--- src/rtl/fp4_pkg.sv ---
// E2M1 (FP4) field definitions, decode to signed quarter-units, and
// fixed-point to FP4 rounding shared by the dot-product MAC.
package fp4_pkg;

  localparam int unsigned E2M1_W = 4;
  localparam int unsigned EXP_W  = 2;
  localparam int unsigned BIAS   = 1;
  localparam int unsigned PROD_W = 9;

  typedef struct packed {
    logic             s;
    logic [EXP_W-1:0] e;
    logic             m;
  } e2m1_t;

  // Quarter-units: subnormal m*0.5 -> 2m; normal (2+m)*2^(e-BIAS) halves -> (2+m)<<e.
  function automatic logic signed [5:0] fp4_decode(input e2m1_t v);
    logic [5:0] mag;
    if (v.e == '0) mag = {4'b0000, v.m, 1'b0};
    else           mag = {4'b0000, 1'b1, v.m} << v.e;
    return v.s ? -$signed(mag) : $signed(mag);
  endfunction

  // q is |fix| in quarters, pre-clamped to 63 (everything >= 21 saturates to 6).
  function automatic logic [3:0] fp4_round(input logic neg, input logic [5:0] q);
    logic [2:0] code;
    if      (q <= 6'd1)  code = 3'd0;
    else if (q == 6'd2)  code = 3'd1;
    else if (q <= 6'd5)  code = 3'd2;
    else if (q == 6'd6)  code = 3'd3;
    else if (q <= 6'd10) code = 3'd4;
    else if (q <= 6'd13) code = 3'd5;
    else if (q <= 6'd20) code = 3'd6;
    else                 code = 3'd7;
    return (code == 3'd0) ? 4'b0000 : {neg, code};
  endfunction

endpackage

--- src/rtl/fp4_lane_mul.sv ---
// One FP4 x FP4 lane: decode both operands and form the exact product
// in signed quarter-units.
module fp4_lane_mul
  import fp4_pkg::*;
(
  input  logic        [E2M1_W-1:0] i_a,
  input  logic        [E2M1_W-1:0] i_b,
  output logic signed [PROD_W-1:0] o_prod
);

  logic signed [5:0]  qa;
  logic signed [5:0]  qb;
  logic signed [11:0] qa_ext;
  logic signed [11:0] qb_ext;
  logic signed [11:0] full;

  // Both decoded values are even, so the /4 back to quarters is exact.
  always_comb begin
    qa     = fp4_decode(e2m1_t'(i_a));
    qb     = fp4_decode(e2m1_t'(i_b));
    qa_ext = qa;
    qb_ext = qb;
    full   = qa_ext * qb_ext;
    o_prod = PROD_W'(full >>> 2);
  end

endmodule

--- src/rtl/fp4_dot_mac.sv ---
// Multi-lane FP4 dot-product MAC: products (S1), lane sum (S2), saturating
// accumulator plus output register (S3), with valid/ready back-pressure.
module fp4_dot_mac
  import fp4_pkg::*;
#(
  parameter int unsigned LANES = 4,
  parameter int unsigned ACC_W = 24
) (
  input  logic                      i_clk,
  input  logic                      i_rst,
  input  logic                      i_data_valid,
  output logic                      o_data_ready,
  input  logic [4*LANES-1:0]        i_a,
  input  logic [4*LANES-1:0]        i_b,
  input  logic                      i_last,
  output logic                      o_accum_valid,
  input  logic                      i_accum_ready,
  output logic [ACC_W-1:0]          o_accum_fix,
  output logic [3:0]                o_accum_fp4,
  output logic                      o_overflow
);

  localparam int unsigned SUM_W = PROD_W + $clog2(LANES);
  localparam int unsigned EXT_W = ACC_W + 1;
  localparam logic signed [ACC_W-1:0] ACC_MAX = {1'b0, {(ACC_W-1){1'b1}}};
  localparam logic signed [ACC_W-1:0] ACC_MIN = {1'b1, {(ACC_W-1){1'b0}}};

  logic signed [PROD_W-1:0] prod_w [LANES];
  logic signed [PROD_W-1:0] prod_q [LANES];
  logic signed [PROD_W-1:0] prod_d [LANES];
  logic                     v1_q, v1_d, last1_q, last1_d;
  logic signed [SUM_W-1:0]  lane_sum, sum_q, sum_d;
  logic                     v2_q, v2_d, last2_q, last2_d;
  logic signed [ACC_W-1:0]  acc_q, acc_d, acc_base, acc_sat;
  logic signed [EXT_W-1:0]  acc_wide;
  logic                     acc_ovf;
  logic                     sticky_q, sticky_d, sticky_base;
  logic                     done_q, done_d;
  logic [EXT_W-1:0]         acc_ext, res_mag;
  logic [5:0]               res_mag_c;
  logic                     out_valid_q, out_valid_d;
  logic signed [ACC_W-1:0]  out_fix_q, out_fix_d;
  logic [3:0]               out_fp4_q, out_fp4_d;
  logic                     out_ovf_q, out_ovf_d;
  logic                     stall;

  for (genvar k = 0; k < LANES; k++) begin : g_lane
    fp4_lane_mul u_mul (
      .i_a    (i_a[4*k +: 4]),
      .i_b    (i_b[4*k +: 4]),
      .o_prod (prod_w[k])
    );
  end

  always_comb begin
    lane_sum = '0;
    for (int unsigned i = 0; i < LANES; i++) begin
      lane_sum = lane_sum + SUM_W'(prod_q[i]);
    end
  end

  // done_q marks that acc_q holds a finished dot product: it is handed to the
  // output register and the next beat starts from zero in the same cycle.
  always_comb begin
    acc_base    = done_q ? '0 : acc_q;
    sticky_base = done_q ? 1'b0 : sticky_q;
    acc_wide    = EXT_W'(acc_base) + EXT_W'(sum_q);
    acc_ovf     = acc_wide[ACC_W] != acc_wide[ACC_W-1];
    if (acc_ovf) acc_sat = acc_wide[ACC_W] ? ACC_MIN : ACC_MAX;
    else         acc_sat = acc_wide[ACC_W-1:0];
    acc_ext     = {acc_q[ACC_W-1], acc_q};
    res_mag     = acc_q[ACC_W-1] ? -acc_ext : acc_ext;
    res_mag_c   = (res_mag > EXT_W'(63)) ? 6'd63 : res_mag[5:0];
  end

  assign stall = out_valid_q && !i_accum_ready;

  always_comb begin
    prod_d      = prod_q;
    v1_d        = v1_q;
    last1_d     = last1_q;
    sum_d       = sum_q;
    v2_d        = v2_q;
    last2_d     = last2_q;
    acc_d       = acc_q;
    sticky_d    = sticky_q;
    done_d      = done_q;
    out_valid_d = out_valid_q;
    out_fix_d   = out_fix_q;
    out_fp4_d   = out_fp4_q;
    out_ovf_d   = out_ovf_q;
    if (!stall) begin
      v1_d    = i_data_valid;
      last1_d = i_last;
      if (i_data_valid) prod_d = prod_w;
      v2_d    = v1_q;
      last2_d = last1_q;
      if (v1_q) sum_d = lane_sum;
      if (v2_q) begin
        acc_d    = acc_sat;
        sticky_d = sticky_base | acc_ovf;
        done_d   = last2_q;
      end else begin
        acc_d    = acc_base;
        sticky_d = sticky_base;
        done_d   = 1'b0;
      end
      out_valid_d = done_q;
      if (done_q) begin
        out_fix_d = acc_q;
        out_fp4_d = fp4_round(acc_q[ACC_W-1], res_mag_c);
        out_ovf_d = sticky_q;
      end
    end
  end

  always_ff @(posedge i_clk) begin
    if (i_rst) begin
      for (int unsigned i = 0; i < LANES; i++) prod_q[i] <= '0;
      v1_q        <= 1'b0;
      last1_q     <= 1'b0;
      sum_q       <= '0;
      v2_q        <= 1'b0;
      last2_q     <= 1'b0;
      acc_q       <= '0;
      sticky_q    <= 1'b0;
      done_q      <= 1'b0;
      out_valid_q <= 1'b0;
      out_fix_q   <= '0;
      out_fp4_q   <= '0;
      out_ovf_q   <= 1'b0;
    end else begin
      prod_q      <= prod_d;
      v1_q        <= v1_d;
      last1_q     <= last1_d;
      sum_q       <= sum_d;
      v2_q        <= v2_d;
      last2_q     <= last2_d;
      acc_q       <= acc_d;
      sticky_q    <= sticky_d;
      done_q      <= done_d;
      out_valid_q <= out_valid_d;
      out_fix_q   <= out_fix_d;
      out_fp4_q   <= out_fp4_d;
      out_ovf_q   <= out_ovf_d;
    end
  end

  assign o_data_ready  = !stall;
  assign o_accum_valid = out_valid_q;
  assign o_accum_fix   = out_fix_q;
  assign o_accum_fp4   = out_fp4_q;
  assign o_overflow    = out_ovf_q;

endmodule

--- config.mk ---
export PLATFORM = sky130hd
export DESIGN_NAME = fp4_dot_mac
export DESIGN_NICKNAME = d
export VERILOG_FILES = /design/src/rtl/fp4_pkg.sv /design/src/rtl/fp4_lane_mul.sv /design/src/rtl/fp4_dot_mac.sv
export SDC_FILE = /design/constraint.sdc
export NUM_CORES = 1
export LEC_CHECK = 0
export ABC_CLOCK_PERIOD_IN_PS = 10000
export BUFFER_PORTS_ARGS = -buffer_cell sky130_fd_sc_hd__buf_4
export CAP_MARGIN = 20
export CORE_MARGIN = 8
export CORE_UTILIZATION = 60
export DETAILED_ROUTE_END_ITERATION = 8
export GPL_TIMING_DRIVEN = 0
export HOLD_SLACK_MARGIN = 0.06
export PLACE_DENSITY = 0.79
export SLEW_MARGIN = 20
export SYNTH_ARGS = -nofsm -noshare
export SYNTH_HDL_FRONTEND = slang
export SYNTH_SLANG_ARGS = --single-unit
export TNS_END_PERCENT = 50
--- constraint.sdc ---
create_clock -name i_clk -period 10 [get_ports i_clk]
set_input_delay 2.5 -clock i_clk [delete_from_list [all_inputs] [get_ports i_clk]]
set_output_delay 2.5 -clock i_clk [all_outputs]
set_load 0.1 [all_outputs]
==> out/metrics.yaml, run 1 <==
sw_frac_of_total: 0.457
tightest_slew_ps: 950
finalHoldViolCount: 0
grt_overflow: 0
rrSetupSlack_ps: 5590
post-dp-hpwl_um: 22600
synthTopCellsByCount: "nand2_1 (211), a21oi_1 (147), inv_1 (132), fa_1 (116), ha_1 (111)"
cts_num_sinks: 107
power_frac_comb: 0.689
cts.clk_slew.worst_paths_ps: 80
start_util: 0.604
p_leak_nw: 6.01
finalNetCount: 1854
worst_hold_slack_ps: 453
core_area_sq_mm: 0.0200
die_area_sq_mm: 0.0249
ctsHtreeMaxLevel: 3
critPathArrivalTime_ps: 7550
post_dp_cell_area_sq_mm: 0.0129
num_vias: 10400
seqPwrFrac: 0.192
period_share: 0.726
ys_types: 74
synth_top_area_cell: "fa_1"
antenna_found_initial: 0
grt_start_max_net_pins: 19
yosys-top-cells-area: "fa_1 (19%), dfxtp_1 (18%), ha_1 (12%)"
p_int_mw: 1.57
power_frac_clock: 0.119
drive_gt1_frac: 0.0614
tritoncts: "built"
root_buffer: "clkbuf_16"
ctsHoldBuffers: 0
chipHeight_um: 158
cts_buffers: 9
ant_nets: 0
critPathMaxFanout: 8
ys.flop_type: "dfxtp_1"
ys_seq_area_frac: 0.178
power.density_mw_per_mm2: 219
ios: 68
relSlewSlack: 0.361
power.switching_mw: 1.33
worstSetupStartpointType: "input pin"
drv_slew: 0
grt_pass1_wl_um: 47800
path_common_cell: "a21oi_1"
drt_iter0_markers: 672
die_w_um: 158
dr.pass1.iters: 5
fin_area_sq_mm: 0.0132
crit_path_end_kind: "flop"
outcome: "complete, no violations"
critPathKind: "in -> reg"
slowest_delay_ps: 700
grt_pass1_vias: 10300
yosysMostFrequentCell: "nand2_1"
setup_ws_ps: 2740
ir_drop_v: 0.000189
fillers: 1745
fin_crit_ps: 7260
rsz0062_at_grt: "no"
worst_skew_pair.late_latency_ps: 360
finClkSkew_ps: 10.3
seqCellArea_sq_mm: 0.00214
via_per_inst: 5.60
avgSynthCellArea_sq_um: 8.13
multiInputGateArea_sq_mm: 0.00929
dpl_worst_slack_ps: 2410
crit_chain: "clkbuf_1, nand2b_1, ha_1, a21oi_1, a211oi_1, nand2_1, fa_1, inv_1, fa_1, fa_1, ha_1, ha_1, a21o_1, a21oi_1, o21bai_1, a21oi_1, xnor2_1, xnor2_1, nand2_1, a21oi_1"
portBuffers: 49
wl_per_cell_um: 15.0
diodes: 0
finalPower_mw: 2.90
fmax_ghz: 0.138
crit_slowest_cell: "a211oi_1"
hold_path.class: "reg -> reg"
postCtsSetupBuffers: 0
worst-path-buf-inv: 2
synth.top_cell.area_share: 0.193
setup_tns_ps: 0
synth_warnings: 0
fp-row-count: 52
synth_edf_count: 0
place_congestion: 0.900
synthArstFlopShare: 0
required_ps: 10290
maxCapViolations: 0
drc: 0
critPathTopFamily: "adder cells"
setup_viol: 0
synth_seq_cells: 107
drt-total-wl_um: 28000
cts-resized-gates: 0
netlist_area_sq_mm: 0.0121
synthCells: 1484
cts_max_path_buffers: 2
area_growth_pct: 9.59
grt_usage: 0.234
state kept, by name (all words and copies together) (netlist names):
name / count
prod_q: 36
acc_q: 24
o_accum_fix: 24
sum_q: 11
o_accum_fp4: 4
done_q: 1
last1_q: 1
last2_q: 1
o_accum_valid: 1
o_overflow: 1
sticky_q: 1
v1_q: 1
v2_q: 1
layout make-up:
cell class	count	share of cell area
Timing Repair Buffer	49	0.0278
Multi-Input combinational cell	1215	0.703
Buffer	76	0.0226
Clock inverter	6	0.00369
Clock buffer	10	0.0173
Inverter	132	0.0375
Sequential cell	107	0.162
Tap cell	270	0.0256
metrics by stage:
step / util / instances
global placement: 0.648 / 1849
floorplan: - / 1530
detailed placement: 0.648 / 1849
finish: 0.662 / 1865
global route: 0.662 / 1865
CTS: 0.662 / 1865
power by group through the flow:
stage / Sequential [mW] / Combinational [mW] / Clock, mW
global placement: 0.563 / 1.92 / 0
floorplan: 0.549 / 1.57 / 0
global route: 0.565 / 2.28 / 0.365
finish: 0.556 / 2.00 / 0.344
detailed placement: 0.565 / 1.98 / 0
CTS: 0.556 / 2.01 / 0.345
worst paths after layout:
path                                      startpoint                      end  depth (start not counted)
worst min-delay path            last1_q$_SDFFE_PP0N_     last1_q$_SDFFE_PP0N_                          2
worst min register to register  last1_q$_SDFFE_PP0N_     last1_q$_SDFFE_PP0N_                          2
worst max-delay path                          i_b[2]  prod_q[35]$_SDFFE_PP0P_                         20
worst max register to register   done_q$_SDFFE_PP0N_   acc_q[13]$_SDFFE_PP0N_                         15
metal layers:
layer,vias to the layer above,global-route usage,share of wire
li1,5174,-,-
met1,4997,0.294,0.43
met2,225,0.409,0.50
met3,43,0.0227,0.036
met4,0,0.0830,0.027
met5,-,0,0
layout by cell type (no fill, tap or decap), types with 39 or more instances in the layout:
cell type  Yosys  final
a21oi_1      147    147
buf_4          0     49
clkbuf_1      66     67
conb_1         2     48
dfxtp_1      107    107
fa_1         116    116
ha_1         111    111
inv_1        132    132
nand2_1      211    211
nand2b_1      39     39
nor2_1        93     93
o21ai_0       42     42
xnor2_1       70     70
worst reg2reg max path, stage by stage (launching register included):
cell	delay [ps]
dfxtp_1	320
clkbuf_1	240
clkbuf_1	310
nor2_1	160
ha_1	210
inv_1	70
fa_1	380
nand2b_1	200
a21oi_1	280
o2111ai_1	260
a31oi_1	500
a31oi_2	280
nor3_2	420
clkbuf_1	440
a221oi_1	100
nor3_1	200
cell families (layout without fill, tap and decap cells):
group,Yosys count,count (layout),synth area share
xor+xnor,87,87,0.0632
buf+inv,208,273,0.0659
other cells,2,48,0.000623
fa+ha+maj,229,229,0.309
compound gates,350,350,0.184
mux,9,9,0.00747
flops,107,107,0.178
simple gates,492,492,0.192
No activity file was read; power rests on OpenSTA's default activity.
==> run 2, diff against run 1 <==
- ABC_CLOCK_PERIOD_IN_PS: 10000 -> 6600
- CORE_UTILIZATION: 60 -> 57
- PLACE_DENSITY: 0.79 -> 0.78
- clock period: 10 -> 6.6 ns (I/O delays scaled with it)
==> out/metrics.yaml, run 2 (same netlist as run 1, synthesis figures left out) <==
outcome: "complete, no violations"
drt_iter0_markers: 758  # +13%
hold_path.class: "reg -> reg"
start_util: 0.577  # -0.0264
postCtsSetupBuffers: 0  # unchanged
cts-resized-gates: 0  # unchanged
drv_slew: 0  # unchanged
fp-row-count: 53  # +1.9%
ctsHoldBuffers: 0  # unchanged
fmax_ghz: 0.161
grt_usage: 0.218  # -0.0152
grt_pass1_wl_um: 47800  # about the same
grt_start_max_net_pins: 19  # unchanged
tritoncts: "built"
crit_slowest_cell: "nor3_1"
worstSetupStartpointType: "input pin"
chipHeight_um: 161  # +2.3%
drc: 0  # unchanged
die_w_um: 161  # +2.3%
grt_pass1_vias: 10200  # -0.24%
slowest_delay_ps: 590  # -110 ps
maxCapViolations: 0  # unchanged
critPathKind: "in -> reg"
place_congestion: 0.904  # +0.49%
finClkSkew_ps: 12.6  # +2.34 ps
rsz0062_at_grt: "no"
period_share: 0.939
ir_drop_v: 0.000332  # +76%
required_ps: 6900  # -3390 ps
drt-total-wl_um: 28100  # +0.60%
crit-reg2reg-launch: "done_q$_SDFFE_PP0N_"
path_common_cell: "a21oi_1"
dr.pass1.iters: 5  # unchanged
cts.clk_slew.worst_paths_ps: 80  # about the same
area_growth_pct: 9.75
crit_chain: "clkbuf_1, nand2b_1, ha_1, nand2b_1, a21oi_1, nor3_1, nand2_1, fa_1, inv_1, fa_1, fa_1, ha_1, ha_1, a21oi_1, o21bai_1, a21oi_1, xnor2_1, xnor2_1, nand2_1, a21oi_1"
via_per_inst: 5.65  # +1.0%
ctsHtreeMaxLevel: 3  # unchanged
regMostFlops: "prod_q"
p_leak_nw: 6.01  # about the same
critPathArrivalTime_ps: 6490  # -1060 ps
crit_path_end_kind: "flop"
critPathTopFamily: "adder cells"
antenna_found_initial: 0  # unchanged
diodes: 0  # unchanged
fin_crit_ps: 6200
drive_gt1_frac: 0.0621  # +0.000627
post-dp-hpwl_um: 22500  # -0.72%
hold_start: "o_accum_fix[7]$_SDFFE_PP0P_"
worst-path-buf-inv: 2  # unchanged
wl_per_cell_um: 15.0  # +0.33%
core_area_sq_mm: 0.0209  # +4.6%
fin_util: 0.634  # -0.0280
finalPower_mw: 4.36  # +50%
crit_start: "i_b[10]"
tightest_slew_ps: 932  # -18.8 ps
cts_num_sinks: 107  # unchanged
finalHoldViolCount: 0  # unchanged
setup_viol: 0  # unchanged
portBuffers: 49  # unchanged
final_common_cell: "nand2_1"
critPathMaxFanout: 8  # unchanged
root_buffer: "clkbuf_16"
cts_buffers: 9  # unchanged
setup_ws_ps: 404  # -2340 ps
die_area_sq_mm: 0.0261  # +4.7%
dpl_worst_slack_ps: -114  # -2520 ps
cts_max_path_buffers: 2  # unchanged
finalNetCount: 1854  # unchanged
setup_tns_ps: 0  # unchanged
num_vias: 10600  # +1.3%
final_cell_mix: "nand2_1 (211), a21oi_1 (147), inv_1 (132), fa_1 (116), ha_1 (111)"
ant_nets: 0  # unchanged
ios: 68  # unchanged
relSlewSlack: 0.374  # +0.0126
largest_reg_flops: 36  # unchanged
grt_overflow: 0  # unchanged
power.density_mw_per_mm2: 329  # +50%
worst_skew_pair.late_latency_ps: 370  # about the same
fillers: 1850  # +6.0%
[run 2: worst paths after layout]
path / end / slack [ps] / cells after the start
hold / removal: o_accum_fix[7]$_SDFFE_PP0P_ / 460 / 2
hold reg to reg: o_accum_fix[7]$_SDFFE_PP0P_ / 460 / 2
setup reg to reg: acc_q[15]$_SDFFE_PP0N_ / 2090 / 15
setup / recovery: prod_q[17]$_SDFFE_PP0P_ / 400 / 20
[run 2: worst register-to-register path: cells and delay by family (launching register included)]
family	cells	cell delay (ps)
buffers and inverters	4	1060
adders and majority gates	2	590
AOI/OAI and AO/OA	5	1460
DFF	1	330
and+or+nand+nor	4	990
[run 2: area by class of cell]
type | instances | area (sq um) | area share
Tap cell | 275 | 344 | 0.0260
Buffer | 76 | 299 | 0.0226
Timing Repair Buffer | 49 | 368 | 0.0278
Clock buffer | 11 | 243 | 0.0183
Inverter | 132 | 495 | 0.0374
Multi-Input combinational cell | 1215 | 9300 | 0.703
Sequential cell | 107 | 2140 | 0.162
Clock inverter | 5 | 43.8 | 0.00331
[run 2: routing by layer]
layer | up-vias | GRT usage | share of wire
met4 | 0 | 0.0598 | 0.020
li1 | 5190 | - | -
met1 | 5055 | 0.270 | 0.43
met3 | 46 | 0.0255 | 0.046
met2 | 283 | 0.394 | 0.51
met5 | - | 0 | 0
[run 2: power breakdown]
part	total (mW)	internal, mW	switching [mW]
sequential	0.847	0.751	0.0952
combinational	2.98	1.37	1.61
clock	0.537	0.273	0.265
total	4.36	2.39	1.97
[run 2: metrics by stage]
stage          std cells  hold slack (ps)  cell area, sq um
4_1_cts             1870              457             13200
3_5_place_dp        1854              444             12900
6_report            1870              456             13200
5_1_grt             1870              473             13200
2_1_floorplan       1530              432             12200
3_3_place_gp        1854              442             12900
